## src/rtl/matrix_scan_ctrl.sv

```systemverilog
`default_nettype none
// ============================================================================
// Module : matrix_scan_ctrl
// Brief  : Scan-timing generator for a 64x32 two-half 1:16 RGB LED panel.
// Rev    : 1.0  initial release
// ============================================================================
module matrix_scan_ctrl #(
  parameter int COLS      = 64,
  parameter int ROWS      = 16,
  parameter int CLK_DIV   = 2,
  parameter int BLANK_CYC = 2,
  parameter int ON_CYC    = 64
) (
  input  logic                    clk,
  input  logic                    rst,
  input  logic                    en,
  output logic [$clog2(COLS)-1:0] col,
  output logic [$clog2(ROWS)-1:0] row,
  output logic                    panel_clk,
  output logic                    lat,
  output logic                    oe_n,
  output logic [$clog2(ROWS)-1:0] addr,
  output logic                    frame_done,
  output logic                    busy
);

  localparam int c_cw = $clog2(COLS);
  localparam int c_rw = $clog2(ROWS);
  localparam int c_dw = $clog2(2 * CLK_DIV);

  localparam logic [2:0] c_idle    = 3'd0;
  localparam logic [2:0] c_shift   = 3'd1;
  localparam logic [2:0] c_blank   = 3'd2;
  localparam logic [2:0] c_latch   = 3'd3;
  localparam logic [2:0] c_display = 3'd4;

  localparam logic [c_dw-1:0] c_dcnt_last  = c_dw'(2 * CLK_DIV - 1);
  localparam logic [c_dw-1:0] c_dcnt_half  = c_dw'(CLK_DIV);
  localparam logic [c_cw-1:0] c_col_last   = c_cw'(COLS - 1);
  localparam logic [c_rw-1:0] c_row_last   = c_rw'(ROWS - 1);
  localparam logic [15:0]     c_blank_last = 16'(BLANK_CYC - 1);
  localparam logic [15:0]     c_on_last    = 16'(ON_CYC - 1);

  logic [2:0]      r_state, w_state_nxt;
  logic [c_dw-1:0] r_dcnt, w_dcnt_nxt;
  logic [15:0]     r_tmr, w_tmr_nxt;
  logic            w_dcnt_wrap;

  logic [c_cw-1:0] w_col_nxt;
  logic [c_rw-1:0] w_row_nxt, w_addr_nxt;
  logic            w_pclk_nxt, w_lat_nxt, w_oe_n_nxt, w_fdone_nxt, w_busy_nxt;

  assign w_dcnt_wrap = (r_dcnt == c_dcnt_last);

  // State register; outputs are registered alongside so every pin is a flop.
  always_ff @(posedge clk or negedge rst) begin
    if (!rst) begin
      r_state    <= c_idle;
      r_dcnt     <= '0;
      r_tmr      <= '0;
      col        <= '0;
      row        <= '0;
      addr       <= '0;
      panel_clk  <= 1'b0;
      lat        <= 1'b0;
      oe_n       <= 1'b1;
      frame_done <= 1'b0;
      busy       <= 1'b0;
    end else begin
      r_state    <= w_state_nxt;
      r_dcnt     <= w_dcnt_nxt;
      r_tmr      <= w_tmr_nxt;
      col        <= w_col_nxt;
      row        <= w_row_nxt;
      addr       <= w_addr_nxt;
      panel_clk  <= w_pclk_nxt;
      lat        <= w_lat_nxt;
      oe_n       <= w_oe_n_nxt;
      frame_done <= w_fdone_nxt;
      busy       <= w_busy_nxt;
    end
  end

  always_comb begin
    w_state_nxt = r_state;
    w_dcnt_nxt  = '0;
    case (r_state)
      c_idle: begin
        if (en) w_state_nxt = c_shift;
      end
      c_shift: begin
        w_dcnt_nxt = w_dcnt_wrap ? '0 : r_dcnt + c_dw'(1);
        if (w_dcnt_wrap && (col == c_col_last)) w_state_nxt = c_blank;
      end
      c_blank: begin
        if (r_tmr == c_blank_last) w_state_nxt = c_latch;
      end
      c_latch: begin
        w_state_nxt = c_display;
      end
      c_display: begin
        if (r_tmr == c_on_last) w_state_nxt = en ? c_shift : c_idle;
      end
      default: w_state_nxt = c_idle;
    endcase
    w_tmr_nxt = (w_state_nxt != r_state) ? 16'd0 : r_tmr + 16'd1;
  end

  // Panel-side levels are decoded from the upcoming state so they line up with it.
  always_comb begin
    w_col_nxt   = col;
    w_row_nxt   = row;
    w_addr_nxt  = addr;
    w_fdone_nxt = 1'b0;
    case (r_state)
      c_idle: begin
        if (en) w_col_nxt = '0;
      end
      c_shift: begin
        if (w_dcnt_wrap && (col != c_col_last)) w_col_nxt = col + c_cw'(1);
      end
      c_blank: begin
        if (r_tmr == c_blank_last) w_addr_nxt = row;
      end
      c_latch: begin
        w_col_nxt   = '0;
        w_row_nxt   = (row == c_row_last) ? '0 : row + c_rw'(1);
        w_fdone_nxt = (row == c_row_last);
      end
      default: ;
    endcase
    w_pclk_nxt = (w_state_nxt == c_shift) && (w_dcnt_nxt >= c_dcnt_half);
    w_lat_nxt  = (w_state_nxt == c_latch);
    w_oe_n_nxt = (w_state_nxt != c_display);
    w_busy_nxt = (w_state_nxt != c_idle);
  end

endmodule
`default_nettype wire

```

## config.mk

```make
export PLATFORM = sky130hd
export DESIGN_NAME = matrix_scan_ctrl
export DESIGN_NICKNAME = d
export VERILOG_FILES = /design/src/rtl/matrix_scan_ctrl.sv
export SDC_FILE = /design/constraint.sdc
export NUM_CORES = 1
export LEC_CHECK = 0
export ABC_AREA = 0
export CAP_MARGIN = 15
export CELL_PAD_IN_SITES_DETAIL_PLACEMENT = 2
export CELL_PAD_IN_SITES_GLOBAL_PLACEMENT = 2
export CORE_AREA = 3 3 57 112
export DETAILED_ROUTE_END_ITERATION = 8
export DIE_AREA = 0 0 60 115
export PLACE_DENSITY = 0.85
export SLEW_MARGIN = 20
export SYNTH_ARGS = -nofsm -noshare
export SYNTH_HDL_FRONTEND = slang
export SYNTH_SLANG_ARGS = --single-unit
```

## constraint.sdc

```tcl
create_clock -name clk -period 2.2 [get_ports clk]
set_input_delay 0.44 -clock clk [delete_from_list [all_inputs] [get_ports clk]]
set_output_delay 0.44 -clock clk [all_outputs]
set_load 0.005 [all_outputs]
```

==> results.md <==
Routing:
- The number of detailed-route iterations in the first pass is 4.
- The final wirelength is 5652 µm.
- In the routed layout, each cell is associated on average with a via count of 5.720.
- In this run, the number of DRC markers left after iteration 0 of detailed routing was 34.
- The number of nets still failing antenna checks after routing is 0.
- The detailed router placed 1653 vias in this run.
- The number of remaining DRC errors is 0.
- The mean routed wirelength per cell is 19.56 µm.

Synth:
- The number of enable flip-flop cells after synthesis is 0.
- By area the synthesized netlist is led by sky130_fd_sc_hd__dfrtp_1 (49%), sky130_fd_sc_hd__xnor2_1 (4.4%), sky130_fd_sc_hd__nor3_1 (4.3%), sky130_fd_sc_hd__ha_1 (3.1%), sky130_fd_sc_hd__mux2_2 (2.8%).
- The average instance in the mapped netlist occupies 10.23 µm².
- After technology mapping, the gate count stands at 195.
- The prevailing post-synth register cell is sky130_fd_sc_hd__dfrtp_1.
- The flop and latch count out of synthesis is 40.
- The share of the Yosys chip area taken by registers is between 50% and 60%.
- The area share of the largest cell type after synthesis is 48.90%.
- The total nets after synthesis is 203.
- Of all cell types, the one taking the most synthesized area is sky130_fd_sc_hd__dfrtp_1.
- Yosys printed 0 warnings.
- For this run, asynchronously set or reset flops after synthesis account for 100.0%.
- In this run the cell area of the synthesized design comes to 0.001996 mm².
- In this run, distinct cell masters in the synthesized netlist total 41.

Clock tree:
- The clock passes through at most 2 buffers.
- For this design, the sink count on the clock tree is 40.
- The clock transition time at the flip-flop clock pins of the worst setup and hold paths is 60 ps.
- The clock reaches the later pin of the worst-skew pair after around 280 ps.
- The number of buffers added to fix hold violations after cts is 0.
- The count of instances resized after the clock tree is built is 0.
- The clock tree synthesis step divided the H-tree into 2 levels.
- The master cell of the clock root buffer is sky130_fd_sc_hd__clkbuf_16.
- The number of buffers created by CTS is 5.
- The post-CTS setup buffer count is 0.
- The TritonCTS clock tree is done.

Floorplan:
- The overall die area is 0.006900 mm².
- The height of the chip is 115 µm.
- The area of the core region is 0.005660 mm².
- The number of rows in the core area is 39.
- For this configuration, the core starts out at a cell density of 35.26%.
- 22 I/O pins were placed.
- Measured along the x axis, the die boundary spans about 60 µm.

Worst setup path:
- At the worst endpoint, the arrival time is 2140 ps.
- The setup slack on the worst flop-to-flop path is 220 ps.
- The required time reported for the critical path endpoint is roughly 2400 ps.
- The end of the worst register-to-register path is r_tmr[2].
- Counting cells, the worst reg-to-reg path comes to 6.
- The maximum net fanout on the critical path is 16.
- STA classifies the critical path endpoint as a flip-flop.
- The kind of start point of the critical path is a flip-flop.
- The kind of critical path is reg -> reg.
- The start of the worst register-to-register path is r_tmr[0].

Power and ir drop:
- The design internal power is 1.616 mW.
- The clock network is responsible for just under 30% of the overall power.
- In this run the static leakage power is 1.048 nW.
- The switching power share of the total is roughly 33%.
- The net switching power is between 0.7 and 0.8 mW.
- Of the total power, combinational logic draws 27.6%.
- The register share of total power is roughly 43%.
- Power spread over the standard cell area amounts to 968.6 mW/mm².
- The worst-case IR drop observed on VDD is 0.0006957 V.

Place:
- The global placer's final weighted congestion is around 0.83.
- Buffers placed on the I/O ports in this run total 21.
- The estimated wirelength of the detail-placed design is approximately 4200 µm.
- The placed instances occupy a cell area of 0.002347 mm².

Timing:
- Clock skew on the completed layout was measured at ~4.5 ps.
- Setup repair after global routing left no endpoint under its margin.
- The final number of max-transition violations is 0.
- The final period utilization is 90.19%.
- The highest clock frequency the design can meet is 504.0 MHz.
- The setup TNS after final layout is 0 ps.
- At the pin with the least slew margin, the transition time is 568.8 ps.
- The final-report setup violation count is 0.
- The number of hold violations in the final report is 0.
- The final critical delay including setup and external delays is 1984 ps.
- Headroom to the max-slew limit came out at between 60% and 70%.

GRT:
- The via count of the first global-routing pass is 1868.
- Entering global routing, the biggest net connects 23 pins.
- The initial antenna violation count is 0.
- Global routing used 18.46% of the available tracks.
- The sum of overflow across all layers after global routing is 0.
- The first global-routing pass estimated between 9000 and 10000 µm of wire.

Hold path:
- The class of the worst hold path is in -> async.

Run status:
- The flow ran to the end, and the final reports show no timing, DRC or antenna violations.

Final layout:
- The fraction of final layout cells with drive strength greater than 1 is between 10% and 20%.
- The layout overhead on the synthesized area is 24.83%.
- The final-stage net count is approximately 240.
- After filler insertion, the fill cell instance count of the layout stands at 611.
- The total non-filler cell area in the finished layout is 0.002491 mm².
- The repair_antennas step left the layout with diodes totalling 0.

Run:
- The number of violations of the max-capacitance limit is 0.
## power groups by stage
| stage | Sequential, mW | Clock [mW] | Combinational [mW] |
|---|---|---|---|
| after global routing | 1.05 | 0.773 | 0.757 |
| after global placement | 1.03 | 0 | 0.632 |
| after CTS | 1.03 | 0.739 | 0.680 |
| after floorplan | 1.00 | 0 | 0.376 |
| final | 1.03 | 0.719 | 0.667 |
| after detailed placement | 1.04 | 0 | 0.672 |
## area by class of cell
| cell class | count | area, µm² | share of cell area [%] |
|---|---|---|---|
| flip-flops and latches | 40 | 1002 | 40.23 |
| multi-input cells | 139 | 929.6 | 37.32 |
| repair buffers | 30 | 297.8 | 11.95 |
| clock buffers | 5 | 125.1 | 5.023 |
| well taps | 61 | 76.32 | 3.064 |
| inverters | 11 | 41.29 | 1.657 |
| clock inverters | 3 | 18.77 | 0.7534 |
## registers in the layout, summed over array words and instances (netlist names)
| name | flops |
|---|---|
| frame_done | 1 |
| col | 6 |
| addr | 4 |
| r_state | 3 |
| busy | 1 |
| r_tmr | 16 |
| r_dcnt | 2 |
| row | 4 |
| oe_n | 1 |
| lat | 1 |
| panel_clk | 1 |
## layout by cell type, fill, tap and decap left out, drive strengths merged, types with 2 or more instances in the layout
cell / instances
mux2: 5
a21oi: 6
xor2: 3
and2: 3
buf: 10
a211oi: 4
o21a: 3
nor3: 17
nand2: 12
nand4: 7
o211ai: 2
clkbuf: 5
xnor2: 10
a31oi: 2
inv: 11
o21ai: 6
ha: 5
nand3: 12
nor2b: 2
and3: 2
mux2i: 2
dfrtp: 39
clkinv: 3
nand2b: 2
nor4: 7
o22ai: 3
nor2: 11
clkdlybuf4s50: 20
or3: 4
## cells in the mapped netlist (all sizes together), types with 3 or more instances
cell type / n
inv: 11
nand2: 12
o21a: 3
o22ai: 3
o21ai: 6
nor4: 7
a21oi: 6
clkbuf: 4
nand4: 7
a211oi: 4
ha: 5
xnor2: 10
dfrtp: 39
nand3: 12
and2: 3
nor3: 17
nor2: 11
xor2: 3
mux2: 5
or3: 4
## routing by layer
metal	vias up	track usage, %	routed length [µm]
met3	7	2.809	99
met4	0	6.953	92
met2	17	36.71	3486
li1	767	-	-
met1	862	17.60	1974
met5	-	0	0
## cells by family after synthesis
| kind of cell | synth area share, % |
|---|---|
| AO/OA/AOI/OAI | 10.22 |
| XOR/XNOR | 5.705 |
| adder cells (fa/ha/maj) | 3.135 |
| buffers and inverters | 3.197 |
| flip-flops | 50.22 |
| multiplexers | 3.824 |
| AND/OR/NAND/NOR | 23.70 |
## worst max-delay path by stage
stage / startpoint / slack [ps] / endpoint / depth (start not counted)
global placement: r_tmr[2] / 350 / r_tmr[15] / 4
CTS: r_tmr[0] / 200 / r_tmr[2] / 6
detailed placement: r_tmr[2] / 270 / r_tmr[15] / 4
global route: r_tmr[10] / 80 / r_tmr[3] / 5
floorplan: r_tmr[0] / 300 / r_tmr[10] / 6
finish: r_tmr[0] / 220 / r_tmr[2] / 6
## critical path, stage by stage (launching register included)
cell	delay (ps)
sky130_fd_sc_hd__dfrtp_1	420
sky130_fd_sc_hd__ha_1	220
sky130_fd_sc_hd__nor4bb_1	340
sky130_fd_sc_hd__nand4_1	260
sky130_fd_sc_hd__a211oi_2	360
sky130_fd_sc_hd__buf_12	190
sky130_fd_sc_hd__nor3_1	70
## metrics by stage
stage	utilization (%)	hold WS [ps]	power (mW)	worst slack [ps]	instances
global placement	41.47	430.4	1.658	345.3	281
CTS	44.01	155.9	2.450	196.7	289
global route	44.01	179.3	2.581	77.42	289
floorplan	-	144.4	1.377	295.4	195
finish	44.01	143.6	2.413	215.9	289
detailed placement	41.47	440.2	1.715	266.0	281
Note: power is estimated with default switching activity, not from simulation.
